<file path="config.mk">
export PLATFORM = sky130hd
export DESIGN_NAME = sequential_divider
export DESIGN_NICKNAME = d
export VERILOG_FILES = /design/src/rtl/div_pkg.sv /design/src/rtl/div_step.sv /design/src/rtl/sequential_divider.sv
export SDC_FILE = /design/constraint.sdc
export NUM_CORES = 1
export LEC_CHECK = 0
export BUFFER_PORTS_ARGS = -buffer_cell sky130_fd_sc_hd__buf_2
export CAP_MARGIN = 20
export CORE_MARGIN = 1.5
export CORE_UTILIZATION = 34
export CTS_BUF_LIST = sky130_fd_sc_hd__clkbuf_4 sky130_fd_sc_hd__clkbuf_8
export CTS_CLUSTER_DIAMETER = 150
export DETAILED_ROUTE_END_ITERATION = 8
export HOLD_SLACK_MARGIN = 0.12
export PLACE_DENSITY = 0.54
export SLEW_MARGIN = 10
export SYNTH_ARGS = -nofsm -noshare
export SYNTH_HDL_FRONTEND = slang
export SYNTH_HIERARCHICAL = 1
export SYNTH_SLANG_ARGS = --single-unit
</file>
<file path="constraint.sdc">
create_clock -name clock -period 7.7 [get_ports clock]
set_clock_uncertainty 0.2 [all_clocks]
set_input_delay 1.54 -clock clock [delete_from_list [all_inputs] [get_ports clock]]
set_output_delay 1.54 -clock clock [all_outputs]
set_load 0.005 [all_outputs]
</file>
<file path="src/rtl/div_pkg.sv">
// Shared types and sizing helpers for the iterative restoring divider.
package div_pkg;

    typedef enum logic {
        IDLE = 1'b0,
        RUN  = 1'b1
    } div_state_t;

    localparam int DIV_DEFAULT_WIDTH = 4;

    // Counter must hold values 0..n inclusive.
    function automatic int cnt_width(input int n);
        return $clog2(n + 1);
    endfunction

endpackage

</file>
<file path="src/rtl/div_step.sv">
// One restoring-division iteration: shift {P,Q} left, trial-subtract D,
// keep the difference and set the quotient bit when it does not go negative.
module div_step #(
    parameter int N = 4
) (
    input  logic [N-1:0] p,
    input  logic [N-1:0] q,
    input  logic [N-1:0] d,
    output logic [N-1:0] p_next,
    output logic [N-1:0] q_next
);

    logic [N:0] p_shift;
    logic [N:0] t;

    always_comb begin
        p_shift = {p, q[N-1]};
        t       = p_shift - {1'b0, d};
        // The partial remainder stays below D, so after the step it fits N bits.
        if (!t[N]) begin
            p_next = t[N-1:0];
            q_next = {q[N-2:0], 1'b1};
        end else begin
            p_next = p_shift[N-1:0];
            q_next = {q[N-2:0], 1'b0};
        end
    end

endmodule

</file>
<file path="src/rtl/sequential_divider.sv">
// Iterative unsigned divider, one quotient bit per clock, Start/Ready handshake.
// A zero divisor is resolved on the accept edge without entering RUN.
module sequential_divider
    import div_pkg::*;
#(
    parameter int N = DIV_DEFAULT_WIDTH
) (
    input  logic         clock,
    input  logic         reset_n,
    input  logic [N-1:0] dividend,
    input  logic [N-1:0] divisor,
    input  logic         start,
    output logic [N-1:0] quotient,
    output logic [N-1:0] remainder,
    output logic         ready,
    output logic         div_by_zero
);

    localparam int CW = cnt_width(N);
    localparam logic [CW-1:0] CNT_LOAD = CW'(N);
    localparam logic [CW-1:0] CNT_LAST = CW'(1);

    div_state_t    state_reg, state_next;
    logic [CW-1:0] cnt_reg, cnt_next;
    logic [N-1:0]  p_reg, p_next;
    logic [N-1:0]  q_reg, q_next;
    logic [N-1:0]  d_reg, d_next;
    logic          dbz_reg, dbz_next;

    logic [N-1:0]  step_p;
    logic [N-1:0]  step_q;

    div_step #(.N(N)) u_step (
        .p      (p_reg),
        .q      (q_reg),
        .d      (d_reg),
        .p_next (step_p),
        .q_next (step_q)
    );

    always_ff @(posedge clock or negedge reset_n) begin
        if (!reset_n) begin
            state_reg <= IDLE;
            cnt_reg   <= '0;
            p_reg     <= '0;
            q_reg     <= '0;
            d_reg     <= '0;
            dbz_reg   <= 1'b0;
        end else begin
            state_reg <= state_next;
            cnt_reg   <= cnt_next;
            p_reg     <= p_next;
            q_reg     <= q_next;
            d_reg     <= d_next;
            dbz_reg   <= dbz_next;
        end
    end

    always_comb begin
        state_next = state_reg;
        cnt_next   = cnt_reg;
        p_next     = p_reg;
        q_next     = q_reg;
        d_next     = d_reg;
        dbz_next   = dbz_reg;

        case (state_reg)
            IDLE: begin
                if (start) begin
                    d_next = divisor;
                    if (divisor != '0) begin
                        state_next = RUN;
                        q_next     = dividend;
                        p_next     = '0;
                        cnt_next   = CNT_LOAD;
                        dbz_next   = 1'b0;
                    end else begin
                        // Divide-by-zero bypass: saturated quotient, dividend as remainder.
                        q_next   = '1;
                        p_next   = dividend;
                        dbz_next = 1'b1;
                    end
                end
            end
            RUN: begin
                p_next   = step_p;
                q_next   = step_q;
                cnt_next = cnt_reg - CNT_LAST;
                if (cnt_reg == CNT_LAST) begin
                    state_next = IDLE;
                end
            end
            default: state_next = IDLE;
        endcase
    end

    assign ready       = (state_reg == IDLE);
    assign quotient    = q_reg;
    assign remainder   = p_reg;
    assign div_by_zero = dbz_reg;

endmodule

</file>
==> flow_summary.yaml, run 1 <==
run_status:
  status: "complete, but fails checks"
  violations: "DRC"
grt:
  track_usage_pct: 13.26
  grt_pass1_wl_mm: 3.408
  grt_antenna_before_repair: 0
  grt_pass1_vias: 767
  overflow: 0
  grt_max_degree: 21
power:
  p_comb_share_pct: 56.0
  p_int_mw: 0.3110
  power_density_nw_per_um2: 456.7
  p_switching_mw: 0.2141
  swShare_pct: 40.77
  leakagePower_nw: 0.5551
  power_frac_seq_pct: 34.9
  pwr-share-clk_pct: 9.1
  ir_worst_vdd_uv: 137.6
timing:
  finalHoldViolCount: 0
  grt_setup_unrepaired: "no"
  max_freq_mhz: 315.5
  slew_viol_final: 0
  setup_violations: 0
  whs_ps: 287.9
  fin_crit_sh_pct: 41.17
  min_period_ps: 3170
  fin_setup_tns_ps: 0
  slew_headroom_pct: 59.60
  worst_slew_pin_slew_ps: 606.0
  setup_ws_ps: 4530
critical_path:
  cpPeakStageDelay_ps: 740
  worstPathRequired_ps: 5960
  path_cells: "inv_1, buf_2"
  cpMaxStageDelayCell: "dfrtp_1"
  crit_arrival_ps: 1430
  worst-setup-path-type: "reg -> out"
  cp-end-kind: "output port"
  cp-start-kind: "flip-flop"
  crit_fanout: 20
synth:
  synth_edf_count: 0
  syn_area_um2: 1021
  syn_avg_cell_area_um2: 10.11
  synth_top_area_share_pct: 41.67
  synthFlopType: "dfrtp_1"
  ys_ff_latch: 17
  ys_warn_count: 6
  yosysTopAreaCell: "dfrtp_1"
  yosysSeqAreaShare_pct: 41.67
  synth_async_sr_flop_share_pct: 100.0
  synth_cells: 101
  syn_nets: 119
  ys_top_cells_by_area: "dfrtp_1 42%, ha_1 7.4%, mux2_2 6.6%"
  synthDistinctLibCells: 28
placed_design:
  place_area_um2: 1122
  place_congestion: 0.7737
  dp_hpwl_mm: 1.544
  dp_slack_ps: 4798
  port_buffers: 20
floorplanning:
  initial_core_util_pct: 36.40
  die-area_um2: 3341
  dieHeight_um: 57.80
  rows: 19
  die_x_um: 57.80
  coreArea_um2: 2805
  io_pins: 21
drt:
  routed_via_density: 5.154
  ant_nets: 0
  drt_iter0_markers: 16
  finalWirelength_mm: 2.010
  routed-via-count: 768
  drtPass1Iterations: 6
  drc: 2
  avgRoutedWirePerCell_um: 13.49
cts:
  cts_tree: "yes"
  cts_resized: 0
  cts.clk_slew.worst_paths_ps: 110
  cts_max_level: 1
  clock_latency_ps: 290
  ctsRootBufferMaster: "clkbuf_4"
  cts_inserted_buffers: 3
  hold_buffers: 0
  clock_path_buffers: 2
  cts_sinks: 17
  cts_setup_buffers: 0
final_layout:
  syn_to_final_growth_pct: 12.62
  fin_area_um2: 1150
  antenna_cells: 0
  drive_gt1_share_pct: 29.66
  fin_nets: 137
flow_run:
  max_cap_violations: 0
worst_hold_path:
  hold_path_class: "reg -> reg"
[cell usage in the layout (no fill, tap or decap), types with 2 or more instances in the layout]
cell      synthesis  final
mux2_2            6      6
dfrtp_1          17     17
buf_2             0     20
o21ai_0           5      5
a22oi_1           4      4
xnor2_1           3      3
nand4_1           3      3
nand2b_1          5      5
clkbuf_4          0      3
o22ai_1           4      4
a21oi_1           2      2
ha_1              6      6
nor2_1            6      6
a211oi_1          2      2
nand2_1           9      9
inv_1             9      9
mux2i_1           2      2
[per-layer routing]
metal	wire (µm)	vias to the layer above	GRT usage (%)
met5	0	-	0
met2	963	10	21.27
met4	19	0	4.983
met3	53	2	2.009
met1	974	377	18.13
li1	-	379	-
[power by group through the flow]
stage               Clock (mW)  Sequential, mW  Combinational (mW)
finish                  0.0477           0.183               0.294
global route            0.0528           0.191               0.336
CTS                     0.0498           0.184               0.299
detailed placement           0           0.186               0.295
global placement             0           0.184               0.292
floorplan                    0           0.167               0.252
[critical path: cells and delay by family (launching register included)]
family   cells  cell delay (ps)
buf+inv      2              410
flops        1              740
[final timing paths]
| kind | start | endpoint | slack, ps | depth (start not counted) |
|---|---|---|---|---|
| setup / recovery | state_reg | ready | 4530 | 2 |
| hold / removal | div_by_zero | div_by_zero | 290 | 2 |
| setup reg to reg | quotient[3] | remainder[3] | 4990 | 9 |
| hold reg to reg | div_by_zero | div_by_zero | 290 | 2 |
| max in group asynchronous | reset_n | state_reg | 6060 | 1 |
| min in group asynchronous | reset_n | quotient[3] | 960 | 1 |
[final cells by class]
type                       count  area, µm²
tap                           31      38.79
clock buffer                   3      22.52
timing repair buffer          20      100.1
fill                         298       1655
clock inverter                 1      5.005
multi-input combinational     68      524.3
sequential                    17      425.4
inverter                       9      33.78
[synthesized netlist by cell type, drive strengths merged, types with 2 or more instances]
| cell | number |
|---|---|
| inv | 9 |
| nor2 | 6 |
| mux2i | 2 |
| a211oi | 2 |
| o21ai | 6 |
| nand2b | 5 |
| mux2 | 6 |
| buf | 3 |
| a21oi | 3 |
| a22oi | 4 |
| nand2 | 9 |
| dfrtp | 17 |
| xor2 | 2 |
| nand4 | 3 |
| ha | 6 |
| xnor2 | 3 |
| o22ai | 4 |
| clkbuf | 4 |
[cells by family (layout without fill, tap and decap cells)]
group / after synthesis / in the layout / synth area share (%)
compound gates: 22 / 22 / 14.22
xor+xnor: 5 / 5 / 5.026
fa+ha+maj: 7 / 7 / 9.314
buf+inv: 16 / 33 / 6.984
flops: 17 / 17 / 41.67
mux: 8 / 8 / 8.578
simple gates: 26 / 26 / 14.22
[per-stage QoR]
step                      util (%)  cells  total power, mW
after floorplan                  -    101           0.4189
after global placement       40.01    145           0.4767
after detailed placement     40.01    145           0.4817
after CTS                    40.99    149           0.5329
after global routing         40.99    149           0.5798
final                        40.99    149           0.5251
Power figures use the tool's default switching activity.
==> inputs of run 2 (changes only) <==
- clock period: 7.7 -> 3 ns (I/O delays scaled with it)
==> flow_summary.yaml, run 2 (same netlist as run 1, synthesis figures left out) <==
timing:
  slew_viol_final: 0
  max_freq_mhz: 371.8
  slew_headroom_pct: 59.79
  worst_slew_pin_slew_ps: 603.2
  fin_crit_sh_pct: 89.65
  grt_setup_unrepaired: "no"
  min_period_ps: 2690
  finalHoldViolCount: 0
  setup_violations: 0
  fin_setup_tns_ps: 0
placed_design:
  dp_cells: 145
  port_buffers: 20
  dp_hpwl_mm: 1.545
  place_congestion: 0.7749
floorplanning:
  initial_core_util_pct: 36.40
  coreArea_um2: 2805
  dieHeight_um: 57.80
  die-area_um2: 3341
  rows: 19
  io_pins: 21
  die_x_um: 57.80
final_layout:
  final_cell_mix: "20 x buf_2, 17 x dfrtp_1, 9 x inv_1, 9 x nand2_1"
  fin_nets: 138
  mostFrequentLayoutCell: "buf_2"
  antenna_cells: 0
  fin_util_pct: 41.35
  syn_to_final_growth_pct: 13.60
  stdcell_count: 150
  drive_gt1_share_pct: 29.41
cts:
  clock_latency_ps: 290
  cts_max_level: 1
  clock_path_buffers: 2
  cts.clk_slew.worst_paths_ps: 110
  cts_setup_buffers: 0
  hold_buffers: 1
  cts_resized: 0
  cts_inserted_buffers: 3
  cts_sinks: 17
  ctsRootBufferMaster: "clkbuf_4"
  cts_tree: "yes"
grt:
  grtUsageMet3_pct: 2.679
  top_usage_layer: "met2"
  track_usage_pct: 13.72
  grt_pass1_vias: 774
  grt_max_degree: 21
  use_met1_pct: 18.29
  grt_antenna_before_repair: 0
  grt_pass1_wl_mm: 3.525
  grt_use_met2_pct: 21.75
  overflow: 0
run_status:
  status: "complete, but fails checks"
  violations: "DRC"
critical_path:
  cpMaxStageDelayCell: "fa_1"
  cp_top_family: "adder cells"
  crit_arrival_ps: 2650
  cpPeakStageDelay_ps: 400
  r2r_slack_ps: 310
  worstPathRequired_ps: 2960
  worst-path-buf-inv: 1
  cp-end-kind: "flip-flop"
  crit_fanout: 5
  path_cells: "inv_1, ha_1, fa_1, nand2b_1, a21oi_2, xor2_2, mux2_2, a22oi_1, o31ai_1"
  worst-setup-path-type: "reg -> reg"
  cp-start-kind: "flip-flop"
drt:
  finalWirelength_mm: 2.044
  avgRoutedWirePerCell_um: 13.63
  ant_nets: 0
  drtPass1Iterations: 6
  routed-via-count: 770
  routed_via_density: 5.133
  drc: 2
  drt_iter0_markers: 18
power:
  power_density_nw_per_um2: 1165
  p_switching_mw: 0.5527
  ir_worst_vdd_uv: 383.5
  leakagePower_nw: 0.5593
  swShare_pct: 40.92
  pwr-share-clk_pct: 9.0
  p_int_mw: 0.7980
  p_comb_share_pct: 56.2
  power_frac_seq_pct: 34.8
worst_hold_path:
  hold_path_class: "reg -> reg"
flow_run:
  max_cap_violations: 0
[run 2: cell count changes in the layout (fill, tap and decap cells not counted), sizes merged]
cell,delta
dlygate4sd3,+1
[run 2: worst register-to-register path, stage by stage (launching register included)]
cell and delay (ps):
dfrtp_1 380, inv_1 60, ha_1 220, fa_1 400, nand2b_1 170, a21oi_2 170, xor2_2 300, mux2_2 370
a22oi_1 180, o31ai_1 100
[run 2: final timing paths]
path / from / endpoint / cells after the start
min reg2reg: div_by_zero / div_by_zero / 2
max: quotient[3] / remainder[3] / 9
min: div_by_zero / div_by_zero / 2
min in group asynchronous: reset_n / cnt_reg[2] / 2
max in group asynchronous: reset_n / remainder[0] / 2
max reg2reg: quotient[3] / remainder[3] / 9
[run 2: power groups by stage]
stage,clock [mW],combinational [mW],sequential [mW]
finish,0.122,0.759,0.470
floorplan,0,0.647,0.429
global placement,0,0.751,0.474
global route,0.141,0.852,0.491
CTS,0.129,0.769,0.472
detailed placement,0,0.764,0.477
[run 2: per-layer routing]
metal | vias to the layer above | part of all wire (%)
met1 | 373 | 46
li1 | 387 | -
met3 | 2 | 4.1
met2 | 8 | 49
met5 | - | 0
met4 | 0 | 0.64
[run 2: cell type report]
type                       instances  area, µm²
fill                             314       1645
multi-input combinational         68      524.3
sequential                        17      425.4
timing repair buffer              21      110.1
tap                               31      38.79
inverter                           9      33.78
clock buffer                       3      22.52
clock inverter                     1      5.005
[run 2: stage by stage]
step	total power, mW	hold slack (ps)	area, µm²	setup WS [ps]
global route	1.484	340.8	1160	159.5
CTS	1.371	294.4	1160	298.7
detailed placement	1.241	269.0	1122	342.3
finish	1.351	286.1	1160	310.4
floorplan	1.075	104.4	1021	475.4
global placement	1.225	260.6	1122	426.8
==> inputs of run 3 (changes only) <==
- ABC_AREA: default -> 1
- PLACE_DENSITY: 0.54 -> 0.53
==> flow_summary.yaml, run 3 <==
final_layout:
  antenna_cells: 0
  fin_nets: 192
  syn_to_final_growth_pct: 14.14
  ff_latch_area_um2: 425.4
  fin_area_um2: 1282
  drive_gt1_share_pct: 20.23
  final_cell_mix: "51 x nand2_1, 22 x inv_1, 20 x buf_2"
  multi_input_area_um2: 566.8
  num-fill-cells: 349
  mostFrequentLayoutCell: "nand2_1"
timing:
  grt_setup_unrepaired: "no"
  min_period_ps: 2182
  slew_headroom_pct: 62.61
  finalHoldViolCount: 0
  setup_violations: 0
  fin_setup_tns_ps: 0
  max_freq_mhz: 458.2
  fin_crit_sh_pct: 72.74
  slew_viol_final: 0
  worst_slew_pin_slew_ps: 560.8
drt:
  drt_iter0_markers: 36
  wl_met3_um: 54
  ant_nets: 0
  routed_via_density: 4.512
  finalWirelength_mm: 2.303
  drc: 0
  drt-met1-wl_mm: 1.041
  top_layer: "met4"
  drtPass1Iterations: 4
  routed-via-count: 979
  avgRoutedWirePerCell_um: 10.61
  wl_met2_mm: 1.176
synth:
  synth_edf_count: 0
  syn_nets: 170
  yosysTopAreaCell: "dfrtp_1"
  ys_warn_count: 6
  synth_async_sr_flop_share_pct: 100.0
  syn_area_um2: 1124
  synthFlopType: "dfrtp_1"
  synth_cells: 152
  syn_avg_cell_area_um2: 7.392
  synth_top_area_share_pct: 37.86
  yosysMostFrequentCell: "nand2_1"
  synthDistinctLibCells: 21
  yosysSeqAreaShare_pct: 37.86
  ys_top_cells_by_area: "dfrtp_1 38%, nand2_1 17%, nand3_1 8.5%"
  synth_common_cells: "51 x nand2_1, 22 x inv_1, 19 x nand3_1"
  ys_ff_latch: 17
critical_path:
  regToRegStartpoint: "quotient[3]"
  crit_arrival_ps: 2160
  cp-start-kind: "flip-flop"
  r2r_slack_ps: 820
  reg2reg_depth: 11
  worst-setup-path-type: "reg -> reg"
  cp-end-kind: "flip-flop"
  crit_fanout: 5
  worstPathRequired_ps: 2980
  reg2reg_to: "remainder[3]"
grt:
  grt_pass1_vias: 961
  track_usage_pct: 14.67
  grt_pass1_wl_mm: 4.057
  overflow: 0
  grt_antenna_before_repair: 0
  grt_max_degree: 18
power:
  ir_worst_vdd_uv: 419.0
  power_density_nw_per_um2: 1129
  leakagePower_nw: 0.7298
run_status:
  status: "finished clean"
cts:
  clock_latency_ps: 290
  cts.clk_slew.worst_paths_ps: 100
  cts_resized: 0
  cts_max_level: 1
  clock_path_buffers: 2
  cts_sinks: 17
  ctsRootBufferMaster: "clkbuf_4"
  cts_inserted_buffers: 3
  cts_tree: "yes"
worst_hold_path:
  min_from: "div_by_zero"
  hold_path_class: "reg -> reg"
  holdPathEnd: "div_by_zero"
  hold_path_depth: 2
floorplanning:
  dieHeight_um: 60.49
  die-area_um2: 3658
  die_x_um: 60.49
  io_pins: 21
  rows: 20
  coreArea_um2: 3103
  initial_core_util_pct: 36.21
flow_run:
  max_cap_violations: 0
placed_design:
  dp_hpwl_mm: 1.857
  port_buffers: 20
  place_area_um2: 1245
  place_congestion: 0.8290
-- run 3: how the worst max path moves through the flow --
stage / start / depth (start not counted) / endpoint / slack (ps)
final: quotient[3] / 11 / remainder[3] / 820
after global routing: quotient[3] / 11 / remainder[3] / 660
after CTS: quotient[3] / 11 / remainder[3] / 790
after detailed placement: quotient[3] / 11 / remainder[3] / 820
after global placement: quotient[3] / 11 / remainder[1] / 880
after floorplan: quotient[3] / 11 / remainder[1] / 970
-- run 3: logic make-up after synthesis --
logic type,synth area share [%]
AOI/OAI and AO/OA,5.345
and+or+nand+nor,35.86
DFF,37.86
xor gates and xnor gates,0.7797
adders and majority gates,8.463
buffers and inverters,11.69
-- run 3: layer usage --
metal	vias up	track usage (%)
met5	-	0
met4	0	5.590
met3	4	1.919
met2	14	26.86
met1	447	17.42
li1	514	-
-- run 3: cell type report --
cell class / count / area share [%]
clock inverter: 1 / 0.3902
clock buffer: 3 / 1.756
tap: 44 / 4.293
inverter: 26 / 7.610
multi-input combinational: 105 / 44.20
sequential: 17 / 33.17
timing repair buffer: 21 / 8.585
-- run 3: metrics by stage --
step | total power [mW] | hold WS [ps] | setup WS, ps | utilization [%] | cells
2_1_floorplan | 1.158 | 104.4 | 972.9 | - | 152
3_3_place_gp | 1.326 | 260.2 | 878.1 | 40.12 | 212
3_5_place_dp | 1.336 | 265.2 | 817.4 | 40.12 | 212
4_1_cts | 1.466 | 293.1 | 791.8 | 41.33 | 217
5_1_grt | 1.628 | 313.8 | 658.5 | 41.33 | 217
6_report | 1.448 | 287.6 | 817.7 | 41.33 | 217
-- run 3: repair_timing --
action                                  4_1_cts  5_1_grt
endpoints found under the hold margin        17        0
endpoints found under the setup margin        0        0
buffers inserted                              0        0
hold buffers                                  1        0
-- run 3: where the power goes --
part	switching [mW]	leakage, nW	total [mW]	internal [mW]
Clock	0.0735	0.0177	0.123	0.0496
Sequential	0.113	0.210	0.451	0.338
Combinational	0.497	0.502	0.874	0.377
Total	0.683	0.730	1.45	0.765
-- run 3: critical path, stage by stage, from the launching register on --
cell and delay (ps):
dfrtp_1 400, inv_1 60, ha_1 210, fa_1 410, inv_1 100, nand3_1 90, nand3_2 140, nand2_4 80
nand2_1 60, nand2_1 50, a22oi_1 180, o21ai_1 90
